==> config.mk <==
export PLATFORM = sky130hd
export DESIGN_NAME = philv_ctrl_exec_unit
export DESIGN_NICKNAME = d
export VERILOG_FILES = /design/src/rtl/philv_pkg.sv /design/src/rtl/philv_alu.sv /design/src/rtl/philv_ctrl_exec_unit.sv
export SDC_FILE = /design/constraint.sdc
export NUM_CORES = 1
export LEC_CHECK = 0
export CORE_MARGIN = 5
export CORE_UTILIZATION = 50
export CTS_BUF_LIST = sky130_fd_sc_hd__clkbuf_8
export CTS_CLUSTER_SIZE = 28
export DETAILED_ROUTE_END_ITERATION = 8
export DONT_BUFFER_PORTS = 1
export SYNTH_ARGS = -nofsm -noshare
export SYNTH_HDL_FRONTEND = slang
export SYNTH_SLANG_ARGS = --single-unit
export TNS_END_PERCENT = 10
==> constraint.sdc <==
create_clock -name clk -period 7 [get_ports clk]
set_input_delay 1.05 -clock clk [delete_from_list [all_inputs] [get_ports clk]]
set_output_delay 1.05 -clock clk [all_outputs]
set_load 0.01 [all_outputs]
==> src/rtl/philv_pkg.sv <==
// Shared definitions for the PhilosophyV control/execute slice:
// opcodes, ALU function codes, operand-B select codes and controller states.
package philv_pkg;

    localparam logic [6:0] OPC_OP     = 7'b0110011;
    localparam logic [6:0] OPC_OP_IMM = 7'b0010011;

    localparam int ALU_FUNCT_WIDTH = 4;

    // {alt, funct3}; alt only matters for ADD/SUB and SRL/SRA
    localparam logic [ALU_FUNCT_WIDTH-1:0] ALU_ADD  = 4'b0000;
    localparam logic [ALU_FUNCT_WIDTH-1:0] ALU_SUB  = 4'b1000;
    localparam logic [ALU_FUNCT_WIDTH-1:0] ALU_SLL  = 4'b0001;
    localparam logic [ALU_FUNCT_WIDTH-1:0] ALU_SLT  = 4'b0010;
    localparam logic [ALU_FUNCT_WIDTH-1:0] ALU_SLTU = 4'b0011;
    localparam logic [ALU_FUNCT_WIDTH-1:0] ALU_XOR  = 4'b0100;
    localparam logic [ALU_FUNCT_WIDTH-1:0] ALU_SRL  = 4'b0101;
    localparam logic [ALU_FUNCT_WIDTH-1:0] ALU_SRA  = 4'b1101;
    localparam logic [ALU_FUNCT_WIDTH-1:0] ALU_OR   = 4'b0110;
    localparam logic [ALU_FUNCT_WIDTH-1:0] ALU_AND  = 4'b0111;

    localparam logic [1:0] SRC_B_RS2  = 2'b00;
    localparam logic [1:0] SRC_B_FOUR = 2'b01;
    localparam logic [1:0] SRC_B_IMM  = 2'b10;
    localparam logic [1:0] SRC_B_ZERO = 2'b11;

    typedef enum logic [2:0] {
        ST_FETCH     = 3'd0,
        ST_DECODE    = 3'd1,
        ST_EXECUTE   = 3'd2,
        ST_MEMORY    = 3'd3,
        ST_WRITEBACK = 3'd4
    } state_e;

endpackage

==> src/rtl/philv_alu.sv <==
// Combinational RV32I integer ALU: z = funct(x, y), wrapping arithmetic, no flags.
module philv_alu
    import philv_pkg::*;
#(
    parameter int W = 32
) (
    input  logic [ALU_FUNCT_WIDTH-1:0] funct,
    input  logic [W-1:0]               x,
    input  logic [W-1:0]               y,
    output logic [W-1:0]               z
);

    localparam int SHAMT_W = $clog2(W);

    logic signed [W-1:0] xs;
    logic signed [W-1:0] ys;
    logic [SHAMT_W-1:0]  shamt;

    assign xs    = x;
    assign ys    = y;
    assign shamt = y[SHAMT_W-1:0];

    always_comb begin
        z = '0;
        case (funct[2:0])
            3'b000:  z = funct[3] ? (x - y) : (x + y);
            3'b001:  z = x << shamt;
            3'b010:  z = {{(W-1){1'b0}}, (xs < ys)};
            3'b011:  z = {{(W-1){1'b0}}, (x < y)};
            3'b100:  z = x ^ y;
            3'b101:  z = funct[3] ? W'(xs >>> shamt) : (x >> shamt);
            3'b110:  z = x | y;
            default: z = x & y;
        endcase
    end

endmodule

==> src/rtl/philv_ctrl_exec_unit.sv <==
// PhilosophyV multicycle control/execute slice: 5-state controller, field decoder
// and ALU operand muxing between the IF register and the register file.
module philv_ctrl_exec_unit
    import philv_pkg::*;
#(
    parameter int BUS_WIDTH = 32
) (
    input  logic                 clk,
    input  logic                 rst,
    input  logic [31:0]          instr,
    input  logic [BUS_WIDTH-1:0] pc,
    input  logic [BUS_WIDTH-1:0] rs1_data,
    input  logic [BUS_WIDTH-1:0] rs2_data,
    output logic                 pc_write,
    output logic                 ir_write,
    output logic                 reg_wr_ena,
    output logic [4:0]           rs1_addr,
    output logic [4:0]           rs2_addr,
    output logic [4:0]           rd_addr,
    output logic [BUS_WIDTH-1:0] immed,
    output logic [BUS_WIDTH-1:0] alu_result
);

    state_e state_q;
    state_e state_d;

    logic [6:0] opcode;
    logic [2:0] f3;
    logic       is_op;
    logic       is_op_imm;
    logic       alt;
    logic [1:0] exec_src_b;

    logic                       src_a_rs1;
    logic [1:0]                 src_b;
    logic                       override;
    logic [ALU_FUNCT_WIDTH-1:0] funct;
    logic [BUS_WIDTH-1:0]       alu_x;
    logic [BUS_WIDTH-1:0]       alu_y;

    assign opcode    = instr[6:0];
    assign f3        = instr[14:12];
    assign rd_addr   = instr[11:7];
    assign rs1_addr  = instr[19:15];
    assign rs2_addr  = instr[24:20];
    assign immed     = {{(BUS_WIDTH-12){instr[31]}}, instr[31:20]};

    assign is_op     = (opcode == OPC_OP);
    assign is_op_imm = (opcode == OPC_OP_IMM);

    // OP-IMM only honours bit 30 for SRAI so that ADDI never turns into a subtract
    assign alt        = is_op ? instr[30] : (is_op_imm && (f3 == 3'b101)) ? instr[30] : 1'b0;
    assign exec_src_b = is_op ? SRC_B_RS2 : SRC_B_IMM;

    always_ff @(posedge clk) begin
        if (rst) begin
            state_q <= ST_FETCH;
        end else begin
            state_q <= state_d;
        end
    end

    always_comb begin
        state_d    = state_q;
        pc_write   = 1'b0;
        ir_write   = 1'b0;
        reg_wr_ena = 1'b0;
        src_a_rs1  = 1'b1;
        src_b      = exec_src_b;
        override   = 1'b0;
        case (state_q)
            ST_FETCH: begin
                ir_write  = 1'b1;
                pc_write  = 1'b1;
                src_a_rs1 = 1'b0;
                src_b     = SRC_B_FOUR;
                override  = 1'b1;
                state_d   = ST_DECODE;
            end
            ST_DECODE: begin
                src_a_rs1 = 1'b0;
                src_b     = SRC_B_FOUR;
                override  = 1'b1;
                state_d   = ST_EXECUTE;
            end
            ST_EXECUTE: begin
                state_d = ST_MEMORY;
            end
            ST_MEMORY: begin
                state_d = ST_WRITEBACK;
            end
            ST_WRITEBACK: begin
                reg_wr_ena = is_op | is_op_imm;
                state_d    = ST_FETCH;
            end
            default: begin
                state_d = ST_FETCH;
            end
        endcase
    end

    always_comb begin
        alu_y = '0;
        case (src_b)
            SRC_B_RS2:  alu_y = rs2_data;
            SRC_B_FOUR: alu_y = BUS_WIDTH'(4);
            SRC_B_IMM:  alu_y = immed;
            default:    alu_y = '0;
        endcase
    end

    assign alu_x = src_a_rs1 ? rs1_data : pc;
    assign funct = override ? ALU_ADD : {alt, f3};

    philv_alu #(
        .W (BUS_WIDTH)
    ) u_alu (
        .funct (funct),
        .x     (alu_x),
        .y     (alu_y),
        .z     (alu_result)
    );

endmodule

==> results by group, run 1 <==
Critical path
  – CP Max Fanout: 39
  – CP Class: input pin to output port
  – Critical Path AT: 5.59 ns
  – Worst reg2reg path depth: 2
  – CP startpoint kind: input pin
  – Worst path required time: 5.95 ns
  – CP endpoint kind: output port

Place
  – Placed inst area: 0.0101 sq mm
  – Post-DP HPWL: 40600 um
  – IO buf count: 0
  – Routability congestion estimate: 1.06

Route
  – Number of DRC markers in iteration 0: 2021
  – # DRC: 0
  – Met3 WL: 7230 um
  – WL per Instance: 29.3 um
  – Top Layer Used: met5
  – DR vias/cell: 7.35
  – Remaining antenna violation count after routing: 0
  – Metal2 WL: 21200 um
  – M1 WL: 21000 um
  – WL final: 51700 um
  – Routed via count: 13000
  – Drt pass-1 iters: 8

Timing
  – Hold Vio Cnt, Final: 0
  – RSZ-0062 raised after global routing: false
  – Max_slew headroom: 21.6%
  – Hold slack: 0.506 ns
  – Fmax: 151 MHz
  – Final Max Slew Viols: 0
  – Setup violations, final: 0
  – Crit path time final: 6.64 ns
  – Crit share post-route: 94.8%
  – Fin Setup TNS: 0 ns
  – Worst Tran Pin Value: 1.17 ns
  – Setup Skew: 0.000608 ns

Synthesis
  – Sequential area share after synthesis: 0.595%
  – Cell area after synthesis: 0.0101 sq mm
  – Main area contributors after synthesis: ha_1 (12%), a21oi_1 (7.3%), mux2i_1 (6.5%)
  – Synth Flop Type: dfxtp_1
  – Yosys cell types: 88
  – Syn Area/Cell: 6.34 sq um
  – Yosys top cell by area: ha_1
  – Ys async rst share: 0%
  – Post-synth top area share: 12.0%
  – Yosys warning total: 0
  – Post-synth EDFFs: 0
  – Syn Inst Count: 1591
  – Synth Net Count: 1820
  – Seq cells post-synth: 3

CTS
  – CTS tree: done
  – CTS resizes: 0
  – Clk sinks: 3
  – Postcts setup bufs: 0
  – CTS H-Tree Depth: 1
  – CTS Root Cell: clkbuf_8
  – Hold-fix buffers, CTS: 0
  – Clk slew on worst S/H paths: 0.03 ns
  – CTS buffer count: 3
  – Clk Latency, worst-skew pair: 0.21 ns
  – Max clock buf depth: 2

Finish
  – Top reg by flops: state_q
  – # fillers: 2180
  – Max reg flops: 3
  – Share of layout cells above drive strength 1: 9.91%
  – Synthesis-to-layout area growth: 0.447%
  – Nets: 1723
  – Regs by FF count: state_q: 3 flops
  – Final Cell Area: 0.0101 sq mm
  – Post-layout util: 50.6%

Floorplanning
  – Cell Rows: 52
  – Core ar.: 0.0200 sq mm
  – Die Span Y: 152 um
  – IO Pins: 212
  – Initial Util: 50.3%
  – Die Width: 152 um
  – Full die area: 0.0231 sq mm

Global route
  – Total track usage: 41.1%
  – Grt ovf: 0
  – Vias in the first global route: 11700
  – Global-route wire length before repair: 75000 um
  – Initial antenna violation count: 4
  – Largest net degree at the start of global routing: 79

Run status
  – Status: finished, final reports clean

Power
  – Power Density: 172 mW/mm^2
  – Worst VDD drop: 0.0761 mV
  – Leak pwr: 4.54 nW

Hold path
  – WHS Path Cells: 2
  – Min-Delay Path Class: register to register

Run
  – Max-cap viol count: 0
-- synthesized netlist by cell type, types with 5 or more instances --
| master | instances |
|---|---|
| nand2_1 | 153 |
| a21oi_1 | 148 |
| nor2_1 | 137 |
| o21ai_0 | 128 |
| ha_1 | 97 |
| inv_1 | 92 |
| mux2i_1 | 66 |
| nand3_1 | 65 |
| buf_4 | 60 |
| clkbuf_1 | 60 |
| o211ai_1 | 45 |
| buf_2 | 43 |
| nor3_1 | 43 |
| o221ai_1 | 35 |
| a211oi_1 | 34 |
| o22ai_1 | 31 |
| or2_2 | 30 |
| a31oi_1 | 24 |
| a21o_1 | 17 |
| o21a_1 | 16 |
| mux2_2 | 15 |
| xnor2_1 | 14 |
| a221oi_1 | 13 |
| and3_1 | 13 |
| o31ai_1 | 12 |
| o21bai_1 | 11 |
| nand2b_1 | 10 |
| nor4_1 | 10 |
| or3_1 | 10 |
| a211o_1 | 8 |
| nand4_1 | 7 |
| nor2b_1 | 7 |
| a32oi_1 | 6 |
| and2_1 | 6 |
| buf_1 | 6 |
| o2bb2ai_1 | 6 |
| o211a_1 | 5 |
-- kinds of logic after synthesis --
logic type               after synthesis  synth area share (%)
multiplexers                          85                  8.95
adder cells (fa/ha/maj)               99                  12.4
AO/OA/AOI/OAI                        608                  39.9
buffers and inverters                269                  12.9
AND/OR/NAND/NOR                      511                  23.8
XOR/XNOR                              16                  1.39
flip-flops                             3                 0.595
-- path summary, 6_finish.rpt --
| check | from | to | slack, ns |
|---|---|---|---|
| setup / recovery | instr[1] | alu_result[21] | 0.36 |
| hold / removal | state_q[0]$_SDFF_PP0_ | state_q[2]$_SDFF_PP0_ | 0.51 |
| setup reg to reg | state_q[1]$_SDFF_PP0_ | state_q[1]$_SDFF_PP0_ | 6.04 |
| hold reg to reg | state_q[0]$_SDFF_PP0_ | state_q[2]$_SDFF_PP0_ | 0.51 |
-- stage by stage --
| stage | instances | setup slack (ns) | power, W |
|---|---|---|---|
| detailed placement | 1759 | 0.404 | 0.00161 |
| floorplan | 1591 | 0.634 | 0.00112 |
| global route | 1763 | 0.115 | 0.00183 |
| CTS | 1763 | 0.377 | 0.00167 |
| global placement | 1759 | 0.454 | 0.00161 |
| finish | 1765 | 0.364 | 0.00174 |
-- routing by layer --
| layer | GRT usage (%) | vias up |
|---|---|---|
| met5 | 0 | - |
| met4 | 13.4 | 8 |
| met3 | 10.1 | 170 |
| met2 | 60.2 | 1083 |
| met1 | 58.9 | 6063 |
| li1 | - | 5655 |
-- worst max-delay path, stage by stage --
cell	delay, ns
and2_1	0.29
and3_4	0.47
mux2_2	0.24
buf_4	0.43
clkinv_1	0.17
ha_1	0.24
nor2b_1	0.16
a311oi_1	0.68
a211oi_2	0.19
o31ai_2	0.48
nor3b_4	0.13
o31ai_1	0.30
xnor2_1	0.10
a211oi_1	0.32
o21ai_0	0.15
buf_4	0.18
-- placed cells by master (no fill, tap or decap), drive strengths merged, types with 35 or more instances in the layout --
| cell type | Yosys | layout |
|---|---|---|
| a211oi | 37 | 37 |
| a21oi | 148 | 148 |
| buf | 111 | 69 |
| ha | 97 | 97 |
| inv | 94 | 96 |
| mux2i | 67 | 67 |
| nand2 | 153 | 153 |
| nand3 | 65 | 65 |
| nor2 | 138 | 138 |
| nor3 | 44 | 44 |
| o211ai | 45 | 45 |
| o21ai | 132 | 132 |
| o221ai | 35 | 35 |
-- layout make-up --
| type | instances | area (sq um) | share of cell area, % |
|---|---|---|---|
| Antenna cell | 2 | 5.00 | 0.0494 |
| Clock buffer | 3 | 41.3 | 0.407 |
| Clock inverter | 1 | 3.75 | 0.0370 |
| Inverter | 98 | 370 | 3.65 |
| Multi-Input combinational cell | 1319 | 8770 | 86.6 |
| Sequential cell | 3 | 60.1 | 0.593 |
| Tap cell | 270 | 338 | 3.33 |
| Timing Repair Buffer | 69 | 543 | 5.36 |
-- where the power goes --
group | internal [W] | switching, W | leakage (nW)
clock | 0.0000373 | 0.0000110 | 0.0269
sequential | 0.0000187 | 0.00000372 | 0.0248
combinational | 0.000567 | 0.00111 | 4.49
total | 0.000623 | 0.00112 | 4.54
Power figures use the tool's default switching activity.
==> run 2: changes to the inputs <==
--- a/config.mk
+++ b/config.mk
@@ -5,7 +5,6 @@
 export SDC_FILE = /design/constraint.sdc
 export NUM_CORES = 1
 export LEC_CHECK = 0
-export CORE_MARGIN = 5
 export CORE_UTILIZATION = 50
 export CTS_BUF_LIST = sky130_fd_sc_hd__clkbuf_8
 export CTS_CLUSTER_SIZE = 28
==> run 2 against run 1 <==
Effect of this change:
- clock power about the same
- first-iteration DRC count is 8.5% lower
- largest power group unchanged
- critical endpoint unchanged
- hold slack got worse by 0.0020 ns
==> results by group, run 2 (synthesized netlist as in run 1, its figures left out) <==
Floorplanning
  – Die Span Y: 144 um (was 152 um)
  – Full die area: 0.0207 sq mm (was 0.0231 sq mm)
  – Core ar.: 0.0196 sq mm (was 0.0200 sq mm)
  – IO Pins: 212 (unchanged)
  – Cell Rows: 51 (was 52)
  – Initial Util: 51.5% (was 50.3%)
  – Die Width: 144 um (was 152 um)

Timing
  – Fmax: 149 MHz (was 151 MHz)
  – Crit share post-route: 96.2% (was 94.8%)
  – Crit path time final: 6.73 ns (was 6.64 ns)
  – Setup violations, final: 0 (unchanged)
  – Worst Tran Pin Value: 1.22 ns (was 1.17 ns)
  – Hold Vio Cnt, Final: 0 (unchanged)
  – Setup Skew: 0.000884 ns (was 0.000608 ns)
  – Max_slew headroom: 18.6% (was 21.6%)
  – Fin Setup TNS: 0 ns (unchanged)
  – Final Max Slew Viols: 0 (unchanged)
  – RSZ-0062 raised after global routing: false (unchanged)

Hold path
  – WHS Path Cells: 2 (unchanged)
  – Hold path startpoint: state_q[0]$_SDFF_PP0_ (unchanged)
  – Min-Delay Path Class: register to register (unchanged)
  – WHS Endpoint: state_q[2]$_SDFF_PP0_ (unchanged)

Finish
  – Share of layout cells above drive strength 1: 10.0% (was 9.91%)
  – Synthesis-to-layout area growth: 0.348% (was 0.447%)
  – Top reg by flops: state_q (unchanged)
  – Regs by FF count: state_q: 3 flops (unchanged)
  – # fillers: 2172 (was 2180)
  – Max reg flops: 3 (unchanged)
  – Nets: 1725 (was 1723)
  – Most common cell after layout, fill and taps aside: nand2_1 (unchanged)
  – Post-layout util: 51.7% (was 50.6%)
  – Commonest non-fill, non-tap cells in the layout: nand2_1 (153), a21oi_1 (147), nor2_1 (135) (unchanged)

Power
  – Leak pwr: 4.55 nW (was 4.54 nW)
  – Power Density: 172 mW/mm^2 (about the same)
  – Worst VDD drop: 0.0766 mV (was 0.0761 mV)

Critical path
  – CP endpoint kind: output port (unchanged)
  – CP startpoint kind: input pin (unchanged)
  – Crit path max-delay family: compound AO/OA/AOI/OAI gates (unchanged)
  – Reg2reg end: state_q[1]$_SDFF_PP0_ (unchanged)
  – Most frequent CP cell: buf_4 (unchanged)
  – Critical Path AT: 5.68 ns (was 5.59 ns)
  – CP Max Fanout: 11 (was 39)
  – CP Class: input pin to output port (unchanged)
  – Worst path required time: 5.95 ns (about the same)
  – Worst reg2reg path depth: 2 (unchanged)
  – Crit path buf inv count: 2 (was 3)
  – Slowest CP cell: a311oi_1 (unchanged)
  – CP max stage delay: 0.64 ns (was 0.68 ns)
  – Flop2flop setup slack: 6.13 ns (was 6.04 ns)
  – Worst path cell trace: and2_1, and3_2, buf_4, mux2i_4, ha_1, a211o_1, a311oi_1, a211oi_2, o31ai_2, nor3b_4, o31ai_1, xnor2_1, a211oi_1, o21ai_0, buf_4 (was and2_1, and3_4, mux2_2, buf_4, clkinv_1, ha_1, nor2b_1, a311oi_1, a211oi_2, o31ai_2, nor3b_4, o31ai_1, xnor2_1, a211oi_1, o21ai_0, buf_4)
  – Reg-to-Reg Start: state_q[1]$_SDFF_PP0_ (unchanged)

Route
  – Routed via count: 12900 (was 13000)
  – Number of DRC markers in iteration 0: 1849 (was 2021)
  – DR vias/cell: 7.28 (was 7.35)
  – # DRC: 0 (unchanged)
  – Remaining antenna violation count after routing: 0 (unchanged)
  – WL per Instance: 28.5 um (was 29.3 um)
  – Drt pass-1 iters: 6 (was 8)
  – WL final: 50300 um (was 51700 um)

CTS
  – CTS H-Tree Depth: 1 (unchanged)
  – Max clock buf depth: 2 (unchanged)
  – CTS Root Cell: clkbuf_8 (unchanged)
  – CTS resizes: 0 (unchanged)
  – CTS tree: done (unchanged)
  – Clk Latency, worst-skew pair: 0.21 ns (about the same)
  – Clk sinks: 3 (unchanged)
  – Clk slew on worst S/H paths: 0.03 ns (about the same)
  – Hold-fix buffers, CTS: 0 (unchanged)
  – Postcts setup bufs: 0 (unchanged)
  – CTS buffer count: 3 (unchanged)

Place
  – Routability congestion estimate: 1.09 (was 1.06)
  – Post-DP HPWL: 39500 um (was 40600 um)
  – IO buf count: 0 (unchanged)

Global route
  – Initial antenna violation count: 5 (was 4)
  – Grt ovf: 0 (unchanged)
  – Largest net degree at the start of global routing: 79 (unchanged)
  – Vias in the first global route: 11300 (was 11700)
  – Total track usage: 47.2% (was 41.1%)
  – Global-route wire length before repair: 72400 um (was 75000 um)

Run status
  – Status: finished, final reports clean (unchanged)

Run
  – Max-cap viol count: 0 (unchanged)
## run 2: changes by cell type in the layout (fill, tap and decap cells not counted)
cell,before,now
and3_2,0,1
buf_4,67,71
and3_4,1,0
buf_12,2,0
diode_2,2,6
## run 2: final cells by class
| type | instances | area (sq um) | area share (%) |
|---|---|---|---|
| tap | 265 | 332 | 3.28 |
| sequential | 3 | 60.1 | 0.593 |
| multi-input combinational | 1319 | 8770 | 86.6 |
| clock buffer | 3 | 41.3 | 0.408 |
| clock inverter | 1 | 3.75 | 0.0371 |
| timing repair buffer | 71 | 533 | 5.27 |
| antenna | 6 | 15.0 | 0.148 |
| inverter | 98 | 370 | 3.66 |
## run 2: worst max-delay path by stage
| stage | startpoint | to | cells past startpoint |
|---|---|---|---|
| 2_1_floorplan | instr[3] | alu_result[0] | 18 |
| 3_3_place_gp | instr[1] | alu_result[0] | 17 |
| 3_5_place_dp | instr[1] | alu_result[21] | 15 |
| 4_1_cts | instr[1] | alu_result[21] | 15 |
| 5_1_grt | instr[1] | alu_result[21] | 15 |
| 6_report | instr[1] | alu_result[21] | 15 |
## run 2: power by group
| group | internal (W) | total, W | switching (W) |
|---|---|---|---|
| Combinational | 0.000563 | 0.00167 | 0.00111 |
| Clock | 0.0000373 | 0.0000480 | 0.0000107 |
| Sequential | 0.0000187 | 0.0000221 | 0.00000342 |
| Total | 0.000619 | 0.00174 | 0.00112 |
## run 2: metrics by stage
step / power, W / setup slack (ns) / hold slack [ns] / instance area [sq um] / std cells
after CTS: 0.00166 / 0.398 / 0.506 / 10100 / 1760
final: 0.00174 / 0.268 / 0.504 / 10100 / 1766
after floorplan: 0.00112 / 0.634 / 0.473 / 10100 / 1591
after detailed placement: 0.00160 / 0.421 / 0.500 / 10100 / 1756
after global routing: 0.00183 / 0.0296 / 0.548 / 10100 / 1763
after global placement: 0.00161 / 0.487 / 0.495 / 10100 / 1756
## run 2: metal layers
layer	vias to the layer above	GRT usage [%]	wire length (um)
met5	-	0	0
met1	6003	64.5	20300
met4	0	18.4	2260
met3	158	15.1	7640
li1	5670	-	-
met2	1030	67.7	20100
## run 2: tightest hold or removal path: stages (launching register included)
cell	delay (ns)
dfxtp_1	0.34
nand2_1	0.08
nor3_1	0.04
